<file path="config.mk">
export PLATFORM = sky130hd
export DESIGN_NAME = univ_shift_reg
export DESIGN_NICKNAME = d
export VERILOG_FILES = /design/src/rtl/univ_shift_reg.sv
export SDC_FILE = /design/constraint.sdc
export NUM_CORES = 1
export LEC_CHECK = 0
export ABC_CLOCK_PERIOD_IN_PS = 3900
export CAP_MARGIN = 20
export CORE_MARGIN = 5
export CORE_UTILIZATION = 40
export DETAILED_ROUTE_END_ITERATION = 8
export PLACE_DENSITY = 0.74
export SLEW_MARGIN = 30
export SYNTH_ARGS = -nofsm -noshare
export SYNTH_HDL_FRONTEND = slang
export SYNTH_SLANG_ARGS = --single-unit
</file>
<file path="constraint.sdc">
create_clock -name clk -period 3.9 [get_ports clk]
set_clock_uncertainty 0.15 [all_clocks]
set_input_delay 0.78 -clock clk [delete_from_list [all_inputs] [get_ports clk]]
set_output_delay 0.78 -clock clk [all_outputs]
set_load 0.01 [all_outputs]
</file>
<file path="src/rtl/univ_shift_reg.sv">
// rtl/univ_shift_reg.sv - universal shift register with LANE-bit shifts and frame counter
module univ_shift_reg #(
    parameter int WIDTH = 8,
    parameter int LANE  = 1,
    parameter int CNT_W = $clog2(WIDTH / LANE + 1)
) (
    input  logic             clk,
    input  logic             rst,
    input  logic             en,
    input  logic [1:0]       mode,
    input  logic             rot,
    input  logic [LANE-1:0]  ser_in_lsb,
    input  logic [LANE-1:0]  ser_in_msb,
    input  logic [WIDTH-1:0] par_in,
    output logic [WIDTH-1:0] par_out,
    output logic [LANE-1:0]  ser_out_msb,
    output logic [LANE-1:0]  ser_out_lsb,
    output logic [CNT_W-1:0] shift_cnt,
    output logic             frame_done
);

    localparam logic [1:0] MODE_HOLD  = 2'b00;
    localparam logic [1:0] MODE_LEFT  = 2'b01;
    localparam logic [1:0] MODE_RIGHT = 2'b10;
    localparam logic [1:0] MODE_LOAD  = 2'b11;

    localparam logic [CNT_W-1:0] FRAME_LAST = CNT_W'(WIDTH / LANE - 1);

    logic [WIDTH-1:0] data_q;
    logic [CNT_W-1:0] cnt_q;
    logic             frame_done_q;
    logic [LANE-1:0]  fill_lsb;
    logic [LANE-1:0]  fill_msb;
    logic             do_shift;

    // Rotation recirculates the lane falling off the opposite end.
    assign fill_lsb = rot ? data_q[WIDTH-1 -: LANE] : ser_in_lsb;
    assign fill_msb = rot ? data_q[LANE-1:0]        : ser_in_msb;
    assign do_shift = en && ((mode == MODE_LEFT) || (mode == MODE_RIGHT));

    always_ff @(posedge clk) begin
        if (rst) begin
            data_q       <= '0;
            cnt_q        <= '0;
            frame_done_q <= 1'b0;
        end else if (en && (mode == MODE_LOAD)) begin
            data_q       <= par_in;
            cnt_q        <= '0;
            frame_done_q <= 1'b0;
        end else if (do_shift) begin
            if (mode == MODE_LEFT) begin
                data_q <= {data_q[WIDTH-LANE-1:0], fill_lsb};
            end else begin
                data_q <= {fill_msb, data_q[WIDTH-1:LANE]};
            end
            if (cnt_q == FRAME_LAST) begin
                cnt_q        <= '0;
                frame_done_q <= 1'b1;
            end else begin
                cnt_q        <= cnt_q + 1'b1;
                frame_done_q <= 1'b0;
            end
        end else begin
            frame_done_q <= 1'b0;
        end
    end

    logic unused_hold;
    assign unused_hold = (mode == MODE_HOLD);

    assign par_out     = data_q;
    assign ser_out_msb = data_q[WIDTH-1 -: LANE];
    assign ser_out_lsb = data_q[LANE-1:0];
    assign shift_cnt   = cnt_q;
    assign frame_done  = frame_done_q;

endmodule

</file>
==> impl_metrics.tcl, run 1 <==
set metrics [dict create \
    synth_nets 111 \
    leakage_uw 0.000404 \
    synth_top_area_share_pct 31.9 \
    seq_area_um2 260 \
    coreArea_mm2 0.00196 \
    run_status "completed" \
    irDropWorstVdd_mv 0.123 \
    io_pins 31 \
    synth_edf_count 0 \
    synth_seq_area_share_pct 31.9 \
    powerDensity_mw_per_mm2 267 \
    fin_util_pct 56.6 \
    synth.area.top_cells "dfxtp_1 (32%), mux2i_1 (11%), a211o_1 (6.4%), ha_1 (6.1%), nand2_1 (6.0%)" \
    drv_cap 0 \
    place_congestion 0.732 \
    clockBufferDepth 2 \
    cts_made_buffers 3 \
    cts-htree-levels 1 \
    grt_pass1_wl_mm 3.26 \
    crit_chain "clkdlybuf4s50_1 > inv_1 > ha_1 > or3b_1 > nor2_1 > o21ai_1 > a21oi_2" \
    place_inst 142 \
    yosysWarnings 0 \
    die_y_um 55.2 \
    antenna_found_initial 0 \
    grt_overflow 0 \
    setup_ws_ns 1.57 \
    die_area_mm2 0.00304 \
    criticalPathCategory "input port to register" \
    syn-cell-area_um2 816 \
    start_kind "input port" \
    arrival_ns 2.38 \
    ant_nets 0 \
    rows 16 \
    min_period_ns 2.33 \
    fin_crit_sh_pct 59.6 \
    drive_gt1_share_pct 8.40 \
    drcViolationCount 0 \
    synth_top_area_cell "dfxtp_1" \
    yosysUniqueCellTypes 29 \
    reg2reg_slack_ns 2.56 \
    multiInputGateArea_um2 487 \
    numClockSinks 13 \
    antenna_cells 0 \
    ys.flop_type "dfxtp_1" \
    vias 739 \
    first_iter_violations 11 \
    clk_latency_ns 0.27 \
    critPathCaptureType "register" \
    areaGrowthSynthToFinish_pct 36.2 \
    clock-root-buffer "clkbuf_4" \
    worstMarginPinSlew_ns 0.525 \
    ctsHoldBuffers 0 \
    post_cts_resize_count 0 \
    first_pass_iters 4 \
    yosys_register_bits 13 \
    crit_slowest_cell "clkdlybuf4s50_1" \
    slowest_delay_ns 0.48 \
    postCtsSetupBuffers 0 \
    final_cells 146 \
    dp_worst_setup_slack_ns 1.29 \
    wl_per_cell_um 13.4 \
    hold_violations 0 \
    n_fill_cell 206 \
    layout_commonest_cell "clkdlybuf4s50_1" \
    tns_ns 0 \
    finalMaxSlewViolations 0 \
    synth_async_sr_flop_share_pct 0 \
    required_ns 3.96 \
    cts.clk_slew.worst_paths_ns 0.08 \
    grt_util_all_layers_pct 15.2 \
    slew-limit-headroom_pct 64.9 \
    syn_inst 91 \
    syn_area_per_cell_um2 8.96 \
    fmax_mhz 430 \
    layout_common_cells "clkdlybuf4s50_1 (30), nand2_1 (13), dfxtp_1 (13)" \
    grt_max_degree 16 \
    hp-class "register to register" \
    initial_utilization_pct 41.6 \
    rsz0062_at_grt "no" \
    dieWidth_um 55.2 \
    wl_mm 1.96 \
    crit_fanout 5 \
    vias_per_cell 5.06 \
    place_hpwl_mm 1.48 \
    fin_nets 140 \
    first_global_vias 743 \
    setup_viol 0 \
    portBuffers 30 \
    cts_tree "done" \
]
## cell families (layout without fill, tap and decap cells)
kind of cell | count (synthesis) | after routing | synth area share, %
multiplexers | 9 | 9 | 11.0
adder cells (fa/ha/maj) | 4 | 4 | 6.14
AND/OR/NAND/NOR | 34 | 34 | 22.5
AO/OA/AOI/OAI | 24 | 24 | 19.9
flip-flops | 13 | 13 | 31.9
buffers and inverters | 7 | 35 | 8.43
## metal layers
| layer | global-route usage [%] | up-vias | share of wire, % |
|---|---|---|---|
| li1 | - | 379 | - |
| met1 | 18.4 | 332 | 44 |
| met2 | 24.4 | 22 | 47 |
| met3 | 3.75 | 6 | 6.5 |
| met4 | 8.50 | 0 | 2.6 |
| met5 | 0 | - | 0 |
## state kept, by name, summed over array words and instances, names as in the netlist
name,flops
frame_done,1
par_out,8
shift_cnt,4
## path summary, 6_finish.rpt
kind | from | end | cells after the start
max | mode[1] | shift_cnt[0] | 7
min | par_out[6] | par_out[6] | 2
max reg2reg | par_out[7] | par_out[0] | 4
min reg2reg | par_out[6] | par_out[6] | 2
## area by class of cell
type,instances,area share (%)
multi-input combinational,71,43.8
timing repair buffer,30,27.0
sequential,13,23.4
tap,27,3.04
clock buffer,4,2.36
inverter,1,0.338
## synthesized netlist by cell type (2+ instances only)
| cell type | count |
|---|---|
| a211o_1 | 6 |
| a21oi_1 | 8 |
| a21oi_2 | 2 |
| buf_4 | 2 |
| buf_6 | 2 |
| clkbuf_8 | 2 |
| dfxtp_1 | 13 |
| ha_1 | 4 |
| mux2i_1 | 9 |
| nand2_1 | 13 |
| nand3b_1 | 2 |
| nor2_1 | 8 |
| nor2b_1 | 2 |
| o21ai_0 | 3 |
## metrics by stage
step	hold WS, ns	area [um2]	total power [uW]
2_1_floorplan	0.351	816	187
3_3_place_gp	0.331	1080	215
3_5_place_dp	0.336	1080	216
4_1_cts	0.347	1110	299
5_1_grt	0.383	1110	313
6_report	0.344	1110	297
## where the power goes
group          total [uW]  leakage (uW)  switching, uW  internal [uW]
combinational        70.1      0.000284           31.2           38.9
clock                84.2     0.0000150           44.6           39.7
sequential            143      0.000105           5.47            137
total                 297      0.000404           81.3            216
## worst max-delay path, delay by kind of cell
family                   cells  cell delay (ns)
AO/OA/AOI/OAI                2             0.21
adder cells (fa/ha/maj)      1             0.36
AND/OR/NAND/NOR              2             0.49
buffers and inverters        2             0.54
No activity file was read; power rests on OpenSTA's default activity.
==> run 2: changes to the inputs <==
Settings changed: ABC_CLOCK_PERIOD_IN_PS 3900 to 2100, CORE_UTILIZATION 40 to 38, PLACE_DENSITY 0.74 to 0.73.
Clock period 3.9 ns to 2.1 ns, I/O delays scaled along.
==> impl_metrics.tcl, run 2 (same netlist as run 1, synthesis figures left out) <==
set metrics [dict create \
    stdcell_area_mm2 0.00116 \
    ctsHoldBuffers 0 \
    grt_pass1_wl_mm 3.64 \
    dp_worst_setup_slack_ns -0.125 \
    first_iter_violations 20 \
    powerDensity_mw_per_mm2 486 \
    worstMarginPinSlew_ns 0.559 \
    cp_num_cells 7 \
    irDropWorstVdd_mv 0.286 \
    setup_viol 0 \
    crit_fanout 5 \
    vias_per_cell 5.15 \
    wl_per_cell_um 13.7 \
    first_pass_iters 4 \
    reg2reg_depth 5 \
    clock-root-buffer "clkbuf_4" \
    setup_ws_ns 0.137 \
    die_y_um 56.3 \
    drv_cap 0 \
    min_period_ns 1.96 \
    vias 788 \
    start_kind "input port" \
    cts_made_buffers 3 \
    finalPower_uw 566 \
    crit_chain "clkdlybuf4s50_1 > inv_1 > ha_1 > nor2b_1 > nand4_1 > mux2i_1 > a211oi_1" \
    clockBufferDepth 2 \
    dieWidth_um 56.3 \
    cts.clk_slew.worst_paths_ns 0.08 \
    post_cts_resize_count 0 \
    arrival_ns 2.00 \
    largest_register_ffs 8 \
    slew-limit-headroom_pct 62.6 \
    min_path_cells 2 \
    areaGrowthSynthToFinish_pct 42.6 \
    ant_nets 0 \
    cts_tree "done" \
    grt_util_all_layers_pct 14.5 \
    crit_slowest_cell "clkdlybuf4s50_1" \
    leakage_uw 0.000438 \
    initial_utilization_pct 40.7 \
    hold_violations 0 \
    die_area_mm2 0.00317 \
    antenna_cells 0 \
    criticalPathCategory "input port to register" \
    cts-htree-levels 1 \
    critical-path-top-delay-family "buffers and inverters" \
    rows 16 \
    postCtsSetupBuffers 0 \
    place_congestion 0.784 \
    grt_overflow 0 \
    final_cells 153 \
    rsz0062_at_grt "no" \
    run_status "completed" \
    place_inst 149 \
    coreArea_mm2 0.00200 \
    antenna_found_initial 0 \
    drive_gt1_share_pct 13.5 \
    finalMaxSlewViolations 0 \
    numClockSinks 13 \
    fin_crit_sh_pct 93.5 \
    hp-class "register to register" \
    placed_cell_area_mm2 0.00114 \
    slowest_delay_ns 0.48 \
    layout_commonest_cell "clkdlybuf4s50_1" \
    wl_mm 2.10 \
    fin_nets 147 \
    critPathCaptureType "register" \
    layout_common_cells "clkdlybuf4s50_1 (30), nand2_1 (13), dfxtp_1 (13)" \
    first_global_vias 781 \
    crit_buf_inv 2 \
    clk_latency_ns 0.28 \
    drcViolationCount 0 \
    io_pins 31 \
    hold_ws_ns 0.351 \
    place_hpwl_mm 1.60 \
    required_ns 2.14 \
    fmax_mhz 509 \
    grt_max_degree 15 \
    portBuffers 30 \
]
## run 2: stage by stage
| stage | utilization (%) | setup TNS, ns |
|---|---|---|
| after CTS | 58.1 | 0 |
| after global routing | 58.1 | 0 |
| final | 58.1 | 0 |
| after floorplan | - | 0 |
| after detailed placement | 56.8 | -0.561 |
| after global placement | 56.8 | -0.303 |
## run 2: routing by layer
layer / up-vias / global-route usage, % / part of all wire, %
li1: 398 / - / -
met1: 364 / 16.9 / 44
met2: 22 / 24.4 / 49
met3: 4 / 2.52 / 4.9
met4: 0 / 8.81 / 2.5
met5: - / 0 / 0
## run 2: power by group
part | switching [uW] | leakage [uW] | total [uW] | internal [uW]
Combinational | 61.3 | 0.000318 | 143 | 81.5
Clock | 83.9 | 0.0000150 | 158 | 73.7
Sequential | 10.7 | 0.000105 | 266 | 255
## run 2: worst reg2reg max path, cell delays in order (launching register included)
cell and delay [ns]:
dfxtp_1 0.37, ha_1 0.26, nor2b_1 0.14, o21ai_0 0.18
nand2_1 0.08, a21oi_1 0.12
## run 2: worst paths after layout
check	start	end	slack, ns
worst max-delay path	mode[1]	shift_cnt[3]	0.14
worst min-delay path	par_out[2]	par_out[2]	0.35
worst max register to register	shift_cnt[0]	shift_cnt[2]	0.73
worst min register to register	par_out[2]	par_out[2]	0.35
## run 2: area by class of cell
cell class,instances,area (um2)
clock buffers,4,26.3
fillers,194,838
inverters,1,3.75
multi-input cells,71,487
flip-flops and latches,13,260
well taps,27,33.8
repair buffers,37,353
